==> src/rtl/pulse_multiplier_pkg.sv <==
`default_nettype none
// ============================================================================
// Module      : pulse_multiplier_pkg
// Description : Shared state encoding and word constants for pulse_multiplier.
// Revision    : 1.0 - initial release
// ============================================================================
package pulse_multiplier_pkg;

    typedef logic [0:0] state_t;

    localparam state_t ST_IDLE  = 1'b0;
    localparam state_t ST_BURST = 1'b1;

    // Width-agnostic constants; users cast them to their own word width.
    localparam int WORD_ZERO = 0;
    localparam int WORD_ONE  = 1;

endpackage
`default_nettype wire

==> src/rtl/binary_counter.sv <==
`default_nettype none
// ============================================================================
// Module      : binary_counter
// Description : Loadable binary down-counter; decrements while running and
//               holds at zero. Load has priority over counting.
// Revision    : 1.0 - initial release
// ============================================================================
module binary_counter
    import pulse_multiplier_pkg::*;
#(
    parameter int WIDTH = 16
) (
    input  logic             clk,
    input  logic             rst,
    input  logic             i_load,
    input  logic [WIDTH-1:0] i_load_value,
    input  logic             i_run,
    output logic [WIDTH-1:0] o_count
);

    localparam logic [WIDTH-1:0] c_one  = WIDTH'(WORD_ONE);
    localparam logic [WIDTH-1:0] c_zero = WIDTH'(WORD_ZERO);

    logic [WIDTH-1:0] r_count;

    always_ff @(posedge clk) begin
        if (rst) begin
            r_count <= c_zero;
        end else if (i_load) begin
            r_count <= i_load_value;
        end else if (i_run && (r_count != c_zero)) begin
            r_count <= r_count - c_one;
        end
    end

    assign o_count = r_count;

endmodule
`default_nettype wire

==> src/rtl/pending_counter.sv <==
`default_nettype none
// ============================================================================
// Module      : pending_counter
// Description : Saturating up/down counter. An increment at full scale without
//               a matching decrement is dropped and sets a sticky overflow flag.
// Revision    : 1.0 - initial release
// ============================================================================
module pending_counter
    import pulse_multiplier_pkg::*;
#(
    parameter int WIDTH = 8
) (
    input  logic             clk,
    input  logic             rst,
    input  logic             inc,
    input  logic             dec,
    output logic [WIDTH-1:0] count,
    output logic             overflow
);

    localparam logic [WIDTH-1:0] c_one  = WIDTH'(WORD_ONE);
    localparam logic [WIDTH-1:0] c_zero = WIDTH'(WORD_ZERO);
    localparam logic [WIDTH-1:0] c_max  = '1;

    logic [WIDTH-1:0] r_count;
    logic             r_overflow;

    always_ff @(posedge clk) begin
        if (rst) begin
            r_count    <= c_zero;
            r_overflow <= 1'b0;
        end else begin
            if (inc && !dec) begin
                if (r_count == c_max) begin
                    r_overflow <= 1'b1;
                end else begin
                    r_count <= r_count + c_one;
                end
            end else if (dec && !inc && (r_count != c_zero)) begin
                r_count <= r_count - c_one;
            end
        end
    end

    assign count    = r_count;
    assign overflow = r_overflow;

endmodule
`default_nettype wire

==> src/rtl/pulse_multiplier.sv <==
`default_nettype none
// ============================================================================
// Module      : pulse_multiplier
// Description : Expands each input pulse into `multiplier` output pulses;
//               pulses arriving mid-burst are queued in a saturating counter.
//               Define PULSE_MULTIPLIER_GAP_EN for one low cycle after each
//               output pulse.
// Revision    : 1.0 - initial release
// ============================================================================
module pulse_multiplier
    import pulse_multiplier_pkg::*;
#(
    parameter int WORD_WIDTH    = 16,
    parameter int PENDING_WIDTH = 8
) (
    input  logic                  clock,
    input  logic                  clear,
    input  logic [WORD_WIDTH-1:0] multiplier,
    input  logic                  pulses_in,
    output logic                  pulse_out,
    output logic                  busy,
    output logic                  pending_overflow
);

`ifdef PULSE_MULTIPLIER_GAP_EN
    // Each output pulse occupies a high and a low phase, so count phases.
    localparam int c_cnt_width = WORD_WIDTH + 1;
`else
    localparam int c_cnt_width = WORD_WIDTH;
`endif

    localparam logic [c_cnt_width-1:0] c_cnt_one   = c_cnt_width'(WORD_ONE);
    localparam logic [WORD_WIDTH-1:0]  c_word_zero = WORD_WIDTH'(WORD_ZERO);

    state_t                   r_state;
    logic                     r_pulse_out;
    logic [c_cnt_width-1:0]   w_remaining;
    logic [c_cnt_width-1:0]   w_load_value;
    logic [PENDING_WIDTH-1:0] w_pending;
    logic                     w_overflow;
    logic                     w_mult_nonzero;
    logic                     w_last_cycle;
    logic                     w_burst_start;
    logic                     w_pulse_next;

    assign w_mult_nonzero = (multiplier != c_word_zero);
    assign w_last_cycle   = (r_state == ST_BURST) && (w_remaining == c_cnt_one);
    assign w_burst_start  = ((r_state == ST_IDLE) || w_last_cycle)
                            && (pulses_in || (w_pending != '0));

`ifdef PULSE_MULTIPLIER_GAP_EN
    assign w_load_value = {multiplier, 1'b0};
    // Even phase counts are the high halves of each pulse.
    assign w_pulse_next = w_burst_start ? w_mult_nonzero
                        : (w_remaining[0] && (w_remaining > c_cnt_one));
`else
    assign w_load_value = multiplier;
    assign w_pulse_next = w_burst_start ? w_mult_nonzero
                        : (w_remaining > c_cnt_one);
`endif

    binary_counter #(
        .WIDTH        (c_cnt_width)
    ) u_burst_counter (
        .clk          (clock),
        .rst          (clear),
        .i_load       (w_burst_start),
        .i_load_value (w_load_value),
        .i_run        (1'b1),
        .o_count      (w_remaining)
    );

    pending_counter #(
        .WIDTH    (PENDING_WIDTH)
    ) u_pending (
        .clk      (clock),
        .rst      (clear),
        .inc      (pulses_in),
        .dec      (w_burst_start),
        .count    (w_pending),
        .overflow (w_overflow)
    );

    always_ff @(posedge clock) begin
        if (clear) begin
            r_state     <= ST_IDLE;
            r_pulse_out <= 1'b0;
        end else begin
            r_pulse_out <= w_pulse_next;
            case (r_state)
                ST_IDLE: begin
                    // A zero multiplier consumes its pulse without leaving IDLE.
                    if (w_burst_start && w_mult_nonzero) begin
                        r_state <= ST_BURST;
                    end
                end
                ST_BURST: begin
                    if (w_last_cycle) begin
                        r_state <= (w_burst_start && w_mult_nonzero) ? ST_BURST : ST_IDLE;
                    end
                end
                default: r_state <= ST_IDLE;
            endcase
        end
    end

    assign pulse_out        = r_pulse_out;
    assign busy             = (r_state == ST_BURST) || (w_pending != '0);
    assign pending_overflow = w_overflow;

endmodule
`default_nettype wire

==> config.mk <==
export PLATFORM = sky130hd
export DESIGN_NAME = pulse_multiplier
export DESIGN_NICKNAME = d
export VERILOG_FILES = /design/src/rtl/pulse_multiplier_pkg.sv /design/src/rtl/binary_counter.sv /design/src/rtl/pending_counter.sv /design/src/rtl/pulse_multiplier.sv
export SDC_FILE = /design/constraint.sdc
export NUM_CORES = 1
export LEC_CHECK = 0
export ABC_CLOCK_PERIOD_IN_PS = 2950
export BUFFER_PORTS_ARGS = -buffer_cell sky130_fd_sc_hd__buf_2
export CELL_PAD_IN_SITES_DETAIL_PLACEMENT = 1
export CELL_PAD_IN_SITES_GLOBAL_PLACEMENT = 1
export CORE_MARGIN = 3
export CORE_UTILIZATION = 38
export DETAILED_ROUTE_END_ITERATION = 10
export PLACE_DENSITY_LB_ADDON = 0.25
export RECOVER_POWER = 50
export SYNTH_ARGS = -nofsm -noshare
export SYNTH_HDL_FRONTEND = slang
export SYNTH_SLANG_ARGS = --single-unit
export TNS_END_PERCENT = 5
==> constraint.sdc <==
create_clock -name clock -period 2.95 [get_ports clock]
set_clock_uncertainty 0.05 [all_clocks]
set_input_delay 0.1475 -clock clock [delete_from_list [all_inputs] [get_ports clock]]
set_output_delay 0.1475 -clock clock [all_outputs]
set_load 0.05 [all_outputs]
# [Word level (Yosys, flattened, before mapping)]
# Cells that the tools add are included.
[word_totals] memories=0 inputBits=19 latchBits=0 mem_bits_rw=0 ff_bits=27 romBits=0 wordCells=40
[op_classes] add_sub_neg=3 n_lt_le_gt_ge=1 reduce_logical=18 n_mux=9 n_shift=0 n_mul=0 div=0 n_bitwise=1 eq_ne=3
[ops] cell="$mux 16" count=2
[ops] cell="$reduce_bool 16->1" count=2
[ops] cell="$mux 8" count=3
[ops] cell="$eq 16x1->1 const B" count=1
[ops] cell="$gt 16x1->1 const B" count=1
[ops] cell="$sub 16x1->16 const B" count=1
[ops] cell="$add 8x1->8 const B" count=1
[ops] cell="$eq 8x8->1 const B" count=1
[ops] cell="$reduce_bool 8->1" count=1
[ops] cell="$sub 8x1->8 const B" count=1
[ops] cell="$logic_and 1x1->1" count=6
[ops] cell="$reduce_and 2->1" count=2
[ops] cell="$reduce_bool 2->1" count=2
[ops] cell="$logic_or 1x1->1" count=3
[ops] cell="$mux 1" count=3
[ops] cell="$logic_not 1->1" count=2
[ops] cell="$ne 2x2->1 const B" count=1
[ops] cell="$pmux 1 s2" count=1
[ops] cell="$not 1->1" count=1

# [Depth between registers and ports, before layout]
# Gate-level depths: netlist (run 1).
[logic_depth] depth_word=8 depth_mapped=13 depth_no_buf=13

# [Modules after synthesis]
# From an unflattened synthesis (run 1), not the netlist that was laid out.
[unflattened] hier_cells=225 area_unflattened_um2=1854.3
[modules_own_cells] mod="binary_counter" n_inst=1 cells_each=122 area_each_um2=1017.2 seq_area_each_um2=320.3
[modules_own_cells] mod="pending_counter" n_inst=1 cells_each=76 area_each_um2=641.9 seq_area_each_um2=180.2
[modules_own_cells] mod="pulse_multiplier" n_inst=1 cells_each=27 area_each_um2=195.2 seq_area_each_um2=40.0

# [Worst setup path after synthesis (run 1)]
# Ideal clock, no wire load.
[synth_path] path_kind="flip-flop to flip-flop" startpoint="register u_burst_counter.r_count[4], in the netlist u_burst_counter.o_count[4]" endpoint="register u_pending.r_count[7], in the netlist u_pending.count[7]" stages_incl_launch_ff=13 path_buffers=1 arrival_ns=2.855 synth_period_minus_slack_ns=3.029 path_slack_ns=-0.079 t_required_ns=2.777 cell_sequence="dfxtp_1 > or4_1 > buf_6 > nor4_4 > nor2_1 > inv_1 > ha_1 > a21oi_1 > o21bai_1 > a21oi_1 > nor2_1 > nor4_2 > mux2_1"
[synth_via] elab_chain_cells=8 elab_cells_between_ends=12 classes_between="eq/ne (2); mux (1); reduce/logical (9)"
[synth_lines] element="from (decl)" line_no="binary_counter.sv:24" source="logic [WIDTH-1:0] r_count;"
[synth_lines] element="from (signal assigned)" line_no="binary_counter.sv:28" source="r_count <= c_zero;"
[synth_lines] element="from (signal assigned)" line_no="binary_counter.sv:30" source="r_count <= i_load_value;"
[synth_lines] element="from (signal assigned)" line_no="binary_counter.sv:32" source="r_count <= r_count - c_one;"
[synth_lines] element="$eq 16x1->1 (*)" line_no="pulse_multiplier.sv:47" source="assign w_last_cycle = (r_state == ST_BURST) && (w_remaining == c_cnt_one);"
[synth_lines] element="$logic_and 1x1->1 (*)" line_no="pulse_multiplier.sv:47"
[synth_lines] element="$logic_or 1x1->1 (*)" line_no="pulse_multiplier.sv:48" source="assign w_burst_start = ((r_state == ST_IDLE) || w_last_cycle)"
[synth_lines] element="$logic_and 1x1->1 (*)" line_no="pulse_multiplier.sv:49" source="&& (pulses_in || (w_pending != '0));"
[synth_lines] element="$logic_not 1->1 / $logic_and 1x1->1 (equally long branches)" line_no="pending_counter.sv:33, pending_counter.sv:39"
[synth_lines] element="$logic_and 1x1->1, on equally long branches" line_no="pending_counter.sv:33, pending_counter.sv:39"
[synth_lines] element="$ne 2x2->1 (no line) / $reduce_bool 2->1 (equally long branches)"
[synth_lines] element="$reduce_and 2->1 (no line)"
[synth_lines] element="to (signal assigned)" line_no="pending_counter.sv:30" source="r_count <= c_zero;"
[synth_lines] element="to (signal assigned)" line_no="pending_counter.sv:37" source="r_count <= r_count + c_one;"
[synth_lines] element="to (signal assigned)" line_no="pending_counter.sv:40" source="r_count <= r_count - c_one;"
[synth_lines] element="to (decl)" line_no="pending_counter.sv:25" source="logic [WIDTH-1:0] r_count;"
# Every way passes the cells marked *; elsewhere a longest branch is shown, timed or not.
# A chain may end at the register's enable or synchronous reset.

# [Worst setup path in the final report (run 1)]
[layout_path] startpoint="register u_burst_counter.r_count[1], in the netlist u_burst_counter.o_count[1]" endpoint="register u_pending.r_count[7], in the netlist u_pending.count[7]"
# The elaborated chain is that of the path after synthesis.

==> impl_metrics.ini, run 1 <==
[status]
status = finished, final reports clean

[timing]
period_needed_ns = 2.90
clock.fmax_ghz = 0.344
setup_viol_count_final = 0
slew_headroom_pct = 60.7
rsz0062_at_grt = yes
whs_ns = 0.0615
final_hold_viol_count = 0
timing.final.crit_share_pct = 98.4
tns_ns = 0
max_slew.worst_pin.slew_ns = 0.592
slew_violations = 0

[finish]
layout-drive-gt1-share_pct = 28.5
final_nets = 284
synthToLayoutAreaGrowth_pct = 24.3
n_fill_cell = 556
final_cells = 308
finalInstanceArea_um2 = 2180
antennaDiodeCount = 0

[synth]
syn_inst = 218
synth_ff_type = dfxtp_1
avgSynthCellArea_um2 = 8.05
synthArstFlopShare_pct = 0
synth.distinct_cells = 48
synth_top_area_share_pct = 30.8
synth-edff-count = 0
synth.yosys.seq_area_share_pct = 30.8
synth_warnings = 0
synth-seq-cells = 27
syn_area_um2 = 1750
synth_top_cell_by_area = dfxtp_1
syn_nets = 245
synth_area_leaders = dfxtp_1 31%, nor2_1 7.1%, ha_1 5.7%

[worst_setup_path]
cp_slowest_cell = or3b_4
critical_path_class = flop to flop
cp_num_cells = 13
crit_chain = inv_2 -> ha_1 -> or3b_4 -> nor4_4 -> nor2_4 -> inv_4 -> ha_4 -> nand2_2 -> nor2_2 -> nand2_1 -> o211a_1 -> nor4_2 -> mux2_1
required_ns = 3.07
crit_path_max_incr_delay_ns = 0.39
path_max_fanout = 4
worst-path-buf-inv = 2
cp-end-kind = flop
critPathLaunchType = flop
rr_worst_depth = 13
crit_family = simple AND/OR/NAND/NOR gates
critical_path_arrival_ns = 3.03

[global_routing]
grt-ovfl-total = 0
grt_first_pass_wirelength_mm = 8.20
antenna_found_initial = 0
grt_usage_pct = 19.2
grt_max_degree = 32
grt_pass1_vias = 1755

[floorplan]
core_um2 = 4410
io_pins = 22
die_w_um = 73.9
dieArea_um2 = 5470
fp.dieH_um = 73.9
start_util_pct = 39.7
rows = 24

[pwr]
powerDensity_nw_per_um2 = 1130
ir_drop_mv = 0.519
p_leak_nw = 0.885
power_mw = 2.47

[placement]
place_congestion = 0.944
place_area_um2 = 2040
dp_hpwl_mm = 3.89
port_buffers = 21
dp.cells = 298

[drt]
antenna_left = 0
avgRoutedWirePerCell_um = 16.4
drt_iter0_drc = 62
vias_per_cell = 5.66
firstDrtPassIters = 4
finalWirelength_mm = 5.05
drc = 0
route.vias.total = 1743

[worst_hold_path]
whs_path_depth = 3
hold_class = input port to flop

[cts]
clk_latency_ns = 0.28
cts-root-buf = clkbuf_8
path_clk_slew_ns = 0.10
clockBufferDepth = 2
numCtsBuffers = 3
cts-htree-levels = 1
ctsHoldBuffers = 0
cts_sinks = 27
cts_tree = yes

[flow_run]
drv_cap = 0
[report_power, final]
| group | switching (mW) | internal (mW) |
|---|---|---|
| logic | 0.851 | 0.732 |
| clock network | 0.131 | 0.0994 |
| registers | 0.154 | 0.502 |
| total | 1.14 | 1.33 |
[worst register-to-register path, delay by kind of cell, from the launching register on]
| family | cells | cell delay, ns |
|---|---|---|
| buffers and inverters | 2 | 0.15 |
| muxes | 1 | 0.35 |
| DFF | 1 | 0.34 |
| AOI/OAI and AO/OA | 1 | 0.22 |
| adders and majority gates | 2 | 0.29 |
| and+or+nand+nor | 7 | 1.39 |
[per-stage QoR]
stage | util [%] | setup slack, ns
global route | 49.4 | -0.126
floorplan | - | 0.00595
CTS | 48.0 | 0.00351
global placement | 46.2 | 0.0804
detailed placement | 46.2 | 0.00180
finish | 49.4 | 0.0462
[logic make-up after synthesis]
family,Yosys count,synth area share [%]
AND/OR/NAND/NOR,97,30.0
flip-flops,27,30.8
XOR/XNOR,15,7.49
multiplexers,4,2.35
adder cells (fa/ha/maj),8,5.71
AO/OA/AOI/OAI,48,18.6
buffers and inverters,19,5.06
[path summary, 6_finish.rpt]
path | start | end | slack [ns]
worst max-delay path | u_burst_counter.o_count[1] | u_pending.count[7] | 0.05
worst min-delay path | multiplier[0] | u_burst_counter.o_count[0] | 0.06
worst max register to register | u_burst_counter.o_count[1] | u_pending.count[7] | 0.05
worst min register to register | u_pending.overflow | u_pending.overflow | 0.44
[cell usage in the layout (no fill, tap or decap), drive strengths merged, types with 6 or more instances in the layout]
cell,Yosys,layout
inv,7,8
dfxtp,27,27
xnor2,10,10
or3,6,6
o21ai,8,8
nand2,12,12
buf,4,44
ha,8,8
nor4,14,14
a21oi,16,16
nor3,9,9
nor2,33,33
[cell usage after synthesis, types with 5 or more instances]
library cell,count
a211oi_1,5
a21oi_1,16
clkbuf_1,8
dfxtp_1,27
ha_1,8
inv_1,7
nand2_1,12
nor2_1,33
nor3_1,9
nor4_1,12
o21ai_0,7
or3_1,5
xnor2_1,10
xor2_1,5
[repair_timing]
action                     4_1_cts  5_1_grt
pin swaps                        2       10
setup endpoints to repair        1        2
buffers inserted                 2        4
resized for setup                4        9
[layout make-up]
type	instances	area [um^2]	share of cell area, %
clock inverter	1	8.76	0.402
timing repair buffer	46	290	13.3
tap	52	65.1	2.99
inverter	7	28.8	1.32
clock buffer	3	41.3	1.89
multi-input combinational	172	1200	55.2
sequential	27	542	24.9
[routing by layer]
metal  track usage (%)  vias to the layer above  share of wire (%)
met5                 0                        -                  0
met4              5.63                        0                1.2
met3              2.03                        6                2.3
met2              33.9                       20                 51
met1              24.7                      850                 46
li1                  -                      867                  -
[registers in the layout, indices dropped and copies added (netlist names)]
register and flops:
pulse_out 1, u_burst_counter.o_count 16, u_pending.overflow 1, u_pending.count 8
r_state 1
Note: power is estimated with default switching activity, not from simulation.
==> run 2: changes to the inputs <==
ABC_AREA = 1   (was default)
CORE_UTILIZATION = 37   (was 38)
GPL_TIMING_DRIVEN = 0   (was default)
==> run 2 against run 1 <==
  * Total power shrank 41%
  * Combinational power down 55%
  * Via count shrank 1.0%
  * Core utilization shrank 4.8 points
  * Clock-buffer cell count unchanged
  * Maximum frequency is 14% higher
  * Final cell count is 17% higher
  * Critical endpoint unchanged
==> impl_metrics.ini, run 2 <==
[pwr]
powerDensity_nw_per_um2 = 718
internal_power_mw = 0.801
swShare_pct = 44.8
p_leak_nw = 1.02
p_comb_share_pct = 49.4
p_switching_mw = 0.649
seqPwrFrac_pct = 35.7
ir_drop_mv = 0.358
pwr-share-clk_pct = 14.9

[cts]
cts_tree = yes
cts_resized = 0
path_clk_slew_ns = 0.10
ctsHoldBuffers = 0
cts_sinks = 27
cts-htree-levels = 1
cts-root-buf = clkbuf_8
cts_setup_buffers = 0
numCtsBuffers = 3
clockBufferDepth = 2
clk_latency_ns = 0.27

[timing]
period_needed_ns = 2.54
timing.final.crit_share_pct = 86.1
slew_violations = 0
final_hold_viol_count = 0
tns_ns = 0
max_slew.worst_pin.slew_ns = 0.601
fin_ws_ns = 0.410
setup_viol_count_final = 0
slew_headroom_pct = 60.1
rsz0062_at_grt = no
clock.fmax_ghz = 0.394

[synth]
synth_area_leaders = dfxtp_1 30%, nand2_1 14%, inv_1 7.5%
synth.distinct_cells = 38
synth-xor-area-share_pct = 5.80
synthArstFlopShare_pct = 0
syn_inst = 271
synthAdderAreaFrac_pct = 5.52
synth_ff_type = dfxtp_1
synth-edff-count = 0
synth.yosys.seq_area_share_pct = 29.8
syn_nets = 298
avgSynthCellArea_um2 = 6.69
syn_area_um2 = 1810
synthMuxAreaShare_pct = 0
synth_top_cell_by_area = dfxtp_1
yosys.area_share.simple_pct = 36.6
synth_compound_area_share_pct = 12.5
synth_warnings = 0
synth_top_family_by_area = simple AND/OR/NAND/NOR gates
synth_top_area_share_pct = 29.8
synth_common_cells = 69 x nand2_1, 36 x inv_1, 27 x dfxtp_1
synth-seq-cells = 27
yosysMostFrequentCell = nand2_1

[finish]
antennaDiodeCount = 0
final_common_cell = nand2_1
fin_util_pct = 44.6
layout-drive-gt1-share_pct = 12.5
layout_common_cells = 70 x nand2_1, 38 x inv_1, 27 x dfxtp_1, 21 x a21oi_1, 20 x nand3_1
largest_reg_flops = 16
final_nets = 323
synthToLayoutAreaGrowth_pct = 11.5

[global_routing]
grt_max_degree = 16
grt-ovfl-total = 0
antenna_found_initial = 0
grt_usage_pct = 16.9
grt_first_pass_wirelength_mm = 8.09
grt_pass1_vias = 1802

[floorplan]
rows = 24
die_w_um = 76
start_util_pct = 40.0
core_um2 = 4530
fp.dieH_um = 76
dieArea_um2 = 5780
io_pins = 22

[drt]
firstDrtPassIters = 4
route.vias.total = 1725
drc = 0
finalWirelength_mm = 4.52
vias_per_cell = 4.79
drt_iter0_drc = 56
antenna_left = 0
avgRoutedWirePerCell_um = 12.5

[worst_setup_path]
critical_path_class = flop to flop
critPathLaunchType = flop
path_max_fanout = 6
critical_path_arrival_ns = 2.67
required_ns = 3.08
cp-end-kind = flop

[placement]
port_buffers = 20
place_congestion = 0.865
dp_hpwl_mm = 3.59
dp_slack_ns = 0.525

[status]
status = finished, final reports clean

[worst_hold_path]
hold_class = input port to flop

[flow_run]
drv_cap = 0
-- run 2: cell count changes after synthesis, sizes merged, moves of 9 or more --
cell | previous run | this run
nand2 | 12 | 77
inv | 7 | 38
nand3 | 4 | 21
nor2 | 33 | 22
nor4 | 14 | 5
-- run 2: per-layer routing --
layer,vias to the layer above,track usage (%),part of all wire [%]
met5,-,0,0
met3,2,4.14,2.9
met4,0,3.26,0.55
li1,915,-,-
met2,16,31.0,52
met1,792,20.0,45
-- run 2: power groups by stage --
stage               combinational (mW)  clock [mW]  sequential (mW)
floorplan                        0.577           0            0.516
global placement                 0.721           0            0.527
detailed placement               0.736           0            0.526
CTS                              0.743       0.229            0.520
global route                     0.830       0.238            0.530
finish                           0.717       0.216            0.518
-- run 2: final timing paths --
| path | startpoint | endpoint | slack (ns) | cells after the start |
|---|---|---|---|---|
| worst max register to register | u_burst_counter.o_count[8] | u_pending.count[7] | 0.41 | 14 |
| worst max-delay path | u_burst_counter.o_count[8] | u_pending.count[7] | 0.41 | 14 |
| worst min-delay path | multiplier[5] | u_burst_counter.o_count[5] | 0.07 | 3 |
| worst min register to register | u_pending.overflow | u_pending.overflow | 0.42 | 1 |
-- run 2: final cells by class --
class,instances,area [um^2]
plain buffers,6,30.0
clock buffers,3,41.3
clock inverters,1,5.00
fillers,621,2510
inverters,38,143
multi-input cells,200,1080
flip-flops and latches,27,541
well taps,65,81.3
repair buffers,20,97.6
-- run 2: through the flow --
step | hold slack [ns] | cell area, um^2 | power, mW | std cells
floorplan | 0.245 | 1810 | 1.09 | 271
CTS | 0.0667 | 2040 | 1.49 | 360
finish | 0.0745 | 2020 | 1.45 | 360
global route | 0.0830 | 2020 | 1.60 | 360
detailed placement | 0.375 | 1990 | 1.26 | 356
global placement | 0.368 | 1990 | 1.25 | 356
-- run 2: cell families after synthesis --
kind of cell | Yosys count
and+or+nand+nor | 139
buffers and inverters | 44
AOI/OAI and AO/OA | 41
DFF | 27
xor gates and xnor gates | 12
adders and majority gates | 8
-- run 2: critical path, stage by stage, from the launching register on --
cell and delay [ns]:
dfxtp_1 0.37, nor2_1 0.12, nand2_1 0.08, nor2_1 0.31
nand2_4 0.13, nand3_1 0.19, ha_1 0.31, a21oi_1 0.25
o21ai_0 0.13, a21oi_1 0.20, nand2_1 0.09, nand2_1 0.06
nand3_1 0.06, nand2_1 0.06, inv_1 0.03
